[src/rtl/mem_arbiter.sv]
// Shares one line-wide memory port between icache reads and dcache reads/writes.
// Dcache has priority; icache is granted after STARVE_LIMIT dcache grants made while it waits.
module mem_arbiter #(
  parameter int unsigned STARVE_LIMIT = 4
) (
  input  logic         clk,
  input  logic         rst,
  input  logic [31:0]  i_addr,
  input  logic         i_read,
  output logic [255:0] i_rdata,
  output logic         i_resp,
  input  logic [31:0]  d_addr,
  input  logic         d_read,
  input  logic         d_write,
  input  logic [255:0] d_wdata,
  output logic [255:0] d_rdata,
  output logic         d_resp,
  output logic [31:0]  mem_addr,
  output logic         mem_read,
  output logic         mem_write,
  output logic [255:0] mem_wdata,
  input  logic [255:0] mem_rdata,
  input  logic         mem_resp
);
  localparam int unsigned AW = 32;
  localparam int unsigned DW = 256;
  localparam int unsigned CW = (STARVE_LIMIT > 0) ? $clog2(STARVE_LIMIT + 1) : 1;
  localparam logic [AW-1:0] LINE_MASK = AW'(32'hFFFF_FFE0);
  localparam logic [CW-1:0] LIMIT = CW'(STARVE_LIMIT);

  typedef enum logic [1:0] {
    IDLE    = 2'd0,
    GRANT_I = 2'd1,
    GRANT_D = 2'd2
  } state_e;

  state_e        state_q;
  logic [CW-1:0] starve_q;
  logic [AW-1:0] addr_q;
  logic [DW-1:0] wdata_q;
  logic          read_q;
  logic          write_q;

  logic d_req_c;
  logic at_limit_c;
  logic grant_i_c;

  assign d_req_c    = d_read | d_write;
  assign at_limit_c = (starve_q == LIMIT);
  // Icache wins only when alone or when it has waited out the starvation window.
  assign grant_i_c  = i_read & (~d_req_c | at_limit_c);

  // Arbitration state, starvation counter and request latches.
  always_ff @(posedge clk) begin
    if (rst) begin
      state_q  <= IDLE;
      starve_q <= '0;
      addr_q   <= '0;
      wdata_q  <= '0;
      read_q   <= 1'b0;
      write_q  <= 1'b0;
    end else begin
      case (state_q)
        IDLE: begin
          if (grant_i_c) begin
            state_q  <= GRANT_I;
            addr_q   <= i_addr;
            read_q   <= 1'b1;
            write_q  <= 1'b0;
            starve_q <= '0;
          end else if (d_req_c) begin
            state_q <= GRANT_D;
            addr_q  <= d_addr;
            wdata_q <= d_wdata;
            // Read+write together is a write.
            read_q  <= ~d_write;
            write_q <= d_write;
            if (i_read && !at_limit_c) begin
              starve_q <= starve_q + CW'(1);
            end
          end
        end
        GRANT_I, GRANT_D: begin
          if (mem_resp) begin
            state_q <= IDLE;
            read_q  <= 1'b0;
            write_q <= 1'b0;
          end
        end
        default: begin
          state_q <= IDLE;
          read_q  <= 1'b0;
          write_q <= 1'b0;
        end
      endcase
    end
  end

  assign mem_addr  = addr_q & LINE_MASK;
  assign mem_read  = read_q;
  assign mem_write = write_q;
  assign mem_wdata = wdata_q;

  assign i_rdata = mem_rdata;
  assign d_rdata = mem_rdata;

  // Completion goes only to the owner, and never once reset is asserted.
  assign i_resp = mem_resp & ~rst & (state_q == GRANT_I);
  assign d_resp = mem_resp & ~rst & (state_q == GRANT_D);

endmodule

[config.mk]
export PLATFORM = sky130hd
export DESIGN_NAME = mem_arbiter
export DESIGN_NICKNAME = d
export VERILOG_FILES = /design/src/rtl/mem_arbiter.sv
export SDC_FILE = /design/constraint.sdc
export NUM_CORES = 1
export LEC_CHECK = 0
export CORE_AREA = 2 2 537 539
export CTS_CLUSTER_DIAMETER = 60
export DETAILED_ROUTE_END_ITERATION = 8
export DIE_AREA = 0 0 539 541
export SLEW_MARGIN = 20
export SYNTH_ARGS = -nofsm -noshare
export SYNTH_HDL_FRONTEND = slang
export SYNTH_SLANG_ARGS = --single-unit
[constraint.sdc]
create_clock -name clk -period 4.6 [get_ports clk]
set_input_delay 0.92 -clock clk [delete_from_list [all_inputs] [get_ports clk]]
set_output_delay 0.92 -clock clk [all_outputs]
set_load 0.05 [all_outputs]
======== After elaboration in Yosys (flattened, before gate mapping) ========
Cells that the tools add are included.
storage, ports and cells
  flip-flop bits (word level) ............. 295
  output and inout bits ................... 804
  word-level logic and storage cells ...... 48
cells by class
  add/subtract/negate cells ............... 1
  multiplexer cells ....................... 16
  reduce and logical (&&, ||, !) cells .... 10
  bitwise logic cells ..................... 10
  eq/ne operators ......................... 5
operators by type and width
  cell                 count
  $mux 32              2
  $mux 3               3
  $mux 2               3
  $reduce_and 3->1     2
  $mux 1               5
  $and 1x1->1          4
  $not 1->1            4
  $pmux 1 s2           2
  $pmux 2 s2           1
  $reduce_and 2->1     2
  $reduce_bool 2->1    2
  $add 3x1->3 const B  1
  $eq 3x3->1 const B   1
  $ne 3x3->1 const B   1
  $eq 2x1->1 const B   1
  $eq 2x2->1 const B   1
  $logic_not 2->1      1
  $ne 2x2->1 const B   1
  $or 1x1->1           2
  $reduce_or 2->1      1
  $logic_and 1x1->1    1
  $logic_not 1->1      1

======== Longest topological paths before layout ========
  depth in word-level cells ............... 6
  depth in mapped cells ................... 8
  gate-level depth less buffers ........... 5

======== Least setup slack after synthesis ========
OpenSTA, ideal clock, no wires.
  kind .................................... input -> output
  start point ............................. in rst
  end point ............................... out d_resp
  data required time ...................... 3680 ps
  data arrival time ....................... 1608 ps
  path buffers ............................ 1
  stages .................................. 2
  setup slack ............................. 2072 ps
  cells stage by stage .................... clkbuf_1 -> and3b_1
between the ends
  longest elaborated chain between the ends .. 3
ends and longest elaborated chain
  what                      RTL line  source
  start: declaration        7         input logic rst,
  $not 1->1                 109       assign d_resp = mem_resp & ~rst & (state_q == GRANT_D);
  $and 1x1->1 (2 in a row)  109
  end: declaration          17        output logic d_resp,
No other way between the ends.

======== Worst setup path after layout ========
  start point ............................. in mem_resp
  end point ............................... out d_resp
between the ends
  longest elaborated chain between the ends .. 2
ends and longest elaborated chain
  what                      RTL line  source
  start: declaration        23        input logic mem_resp
  $and 1x1->1 (2 in a row)  109
No other way between the ends.

==> metrics.csv <==
stage,metric,value,unit
floorplanning,die_w,539,um
sta,setup_viol,0,
synthesis,synth.yosys.seq_area_share,0.3744,
detailed_routing,ant_nets,0,
floorplanning,chipHeight,541,um
synthesis,yosys_warnings,0,
clock_tree,clkLatencyLatePin,670,ps
final_layout,syn_to_final_growth,50.60,%
global_routing,overflow,0,
pwr,peakVddDrop,0.3240,mV
pwr,power_density,396.4,nW/um^2
sta,fmax,0.2883,GHz
critical_path,slowest_delay,920,ps
global_routing,grt_start_max_net_pins,148,
clock_tree,post-cts-setup-buffers,0,
detailed_routing,drc_errors,0,
clock_tree,cts.sinks,290,
synthesis,syn_avg_cell_area,8.170,sq um
place,place_hpwl,169800,um
synthesis,synth_cells,1898,
critical_path,cp.arrival,2550,ps
detailed_routing,firstDrtPassIters,5,
place,portBuffers,602,
sta,finalCritPeriodShare,0.7541,
sta,finalHoldViolCount,0,
floorplanning,initial_utilization,0.05414,
floorplanning,die_area,291600,sq um
critical_path,worstPathMaxFanout,4,
clock_tree,cts_resized,0,
sta,tightestPinTransition,1092,ps
sta,relSlewSlack,0.2700,
sta,slew_viol_final,0,
job,cap_viol_max_count,0,
synthesis,ys_seq_elements,290,
critical_path,crit_top_cell,clkdlybuf4s50_1,
clock_tree,cts_buffers,42,
pwr,p_leak,6.922,nW
synthesis,ys_types,32,
global_routing,track_usage,0.1244,
sta,rsz0062_at_grt,false,
detailed_routing,wl,190100,um
critical_path,critPathCaptureType,output pin,
global_routing,grt_pass1_vias,13660,
place,gp_congestion,0.9029,
sta,period_minus_slack,3469,ps
final_layout,final_area,23350,sq um
hold_path,whs_path_depth,2,
final_layout,drive_gt1_frac,0.06366,
final_layout,layout_common_cells,"clkdlybuf4s50_1 (598), dfxtp_1 (290), nand3_1 (284)",
clock_tree,htreeDepth,2,
global_routing,grt_antenna_before_repair,105,
critical_path,crit_path_start_kind,primary input,
clock_tree,cts_tree,done,
final_layout,fillCellCount,33560,
final_layout,layout_commonest_cell,clkdlybuf4s50_1,
detailed_routing,wire_per_inst,33.17,um
clock_tree,cts.path.max_buffers,3,
critical_path,slowest_stage,clkdlybuf4s50_1,
critical_path,path_cells,clkdlybuf4s50_1 > and3b_1 > clkdlybuf4s50_1,
final_layout,final_core_util,0.08154,
floorplanning,coreArea,286400,sq um
critical_path,critPathKind,in2out,
floorplanning,ioPinCount,1386,
clock_tree,cts-root-buf,clkbuf_16,
clock_tree,cts_hold_buffers,0,
pwr,power,9.258,mW
critical_path,cpLargestDelayFamily,buffers and inverters,
synthesis,synth_area,15510,sq um
critical_path,worstRegToRegCells,6,
final_layout,nNetsFinal,2486,
floorplanning,core.rowCount,197,
place,placed_cell_area,21870,sq um
critical_path,crit_cells,3,
critical_path,cp.required,3680,ps
critical_path,cp_num_buf_inv,2,
global_routing,grt_pass1_wl,220500,um
clock_tree,path_clk_slew,60,ps
sta,finClkSkew,68.79,ps
detailed_routing,drt_iter0_drc,1490,
hold_path,hold_class,reg2reg,
detailed_routing,viasPerCell,2.555,
detailed_routing,dr_total_vias,14640,
sta,tns,0,ps
run_status,outcome,finished clean,
cells in the mapped netlist, drive strengths merged:
master	n	area (sq um)
a21oi	262	1311
a2bb2oi	1	15.01
a311oi	27	236.5
a31oi	1	6.260
and3	1	6.260
and3b	2	17.52
buf	627	4666
clkbuf	56	212.7
conb	1	3.750
dfxtp	290	5806
ha	5	62.56
inv	7	26.28
nand2	4	15.01
nand2b	1	6.260
nand3	285	1426
nand4	2	12.51
nor2	27	101.4
nor2b	1	6.260
nor4b	1	8.760
o2111ai	3	26.28
o21a	1	8.760
o21ai	288	1483
o2bb2ai	1	15.01
o31a	1	8.760
or3	2	12.51
or4	1	7.510
final cells by class:
class | count | area (sq um) | area share
diodes | 18 | 45.04 | 0.001929
clock buffers | 58 | 1181 | 0.05058
clock inverters | 19 | 257.7 | 0.01104
inverters | 7 | 26.28 | 0.001125
multi-input cells | 922 | 4868 | 0.2085
flip-flops and latches | 290 | 5806 | 0.2486
well taps | 3781 | 4731 | 0.2026
repair buffers | 636 | 6439 | 0.2757
through the flow:
step	hold slack (ps)	cells	worst slack [ps]
3_3_place_gp	451.3	5636	1143
2_1_floorplan	448.6	1902	2072
5_1_grt	480.5	5728	1054
6_report	464.3	5731	1131
4_1_cts	466.4	5713	1130
3_5_place_dp	458.8	5636	1142
kinds of logic (layout without fill, tap and decap cells):
group,count (synthesis),after routing,share of synthesized area
and+or+nand+nor,327,327,0.1045
adders and majority gates,5,5,0.004034
DFF,290,290,0.3744
other,1,23,0.0002418
AOI/OAI and AO/OA,585,585,0.2006
buffers and inverters,690,720,0.3163
where the power goes:
group | switching, mW | internal (mW)
sequential | 0.134 | 2.76
clock | 1.47 | 2.00
combinational | 2.01 | 0.884
layer usage:
metal  global-route usage  part of all wire  vias up
met5             0.005261            0.0022        -
li1                     -                 -     6059
met2               0.1785              0.41     1415
met1              0.08855              0.24     6589
met4              0.07139             0.062       38
met3               0.1602              0.28      542
worst register-to-register path: stages, from the launching register on:
cell	delay, ps
dfxtp_1	330
inv_1	80
ha_1	410
o21a_4	690
buf_4	470
nand3_1	200
a21oi_1	170
state kept, by name, indices dropped and copies added (netlist names):
| register | count |
|---|---|
| mem_wdata | 256 |
| addr_q | 27 |
| starve_q | 3 |
| state_q | 2 |
| mem_read | 1 |
| mem_write | 1 |
final timing paths:
check	startpoint	end	slack (ps)
max	mem_resp	d_resp	1130
min	mem_wdata[206]	mem_wdata[206]	460
max reg2reg	state_q[0]	mem_wdata[180]	2130
min reg2reg	mem_wdata[206]	mem_wdata[206]	460
No activity file was read; power rests on OpenSTA's default activity.
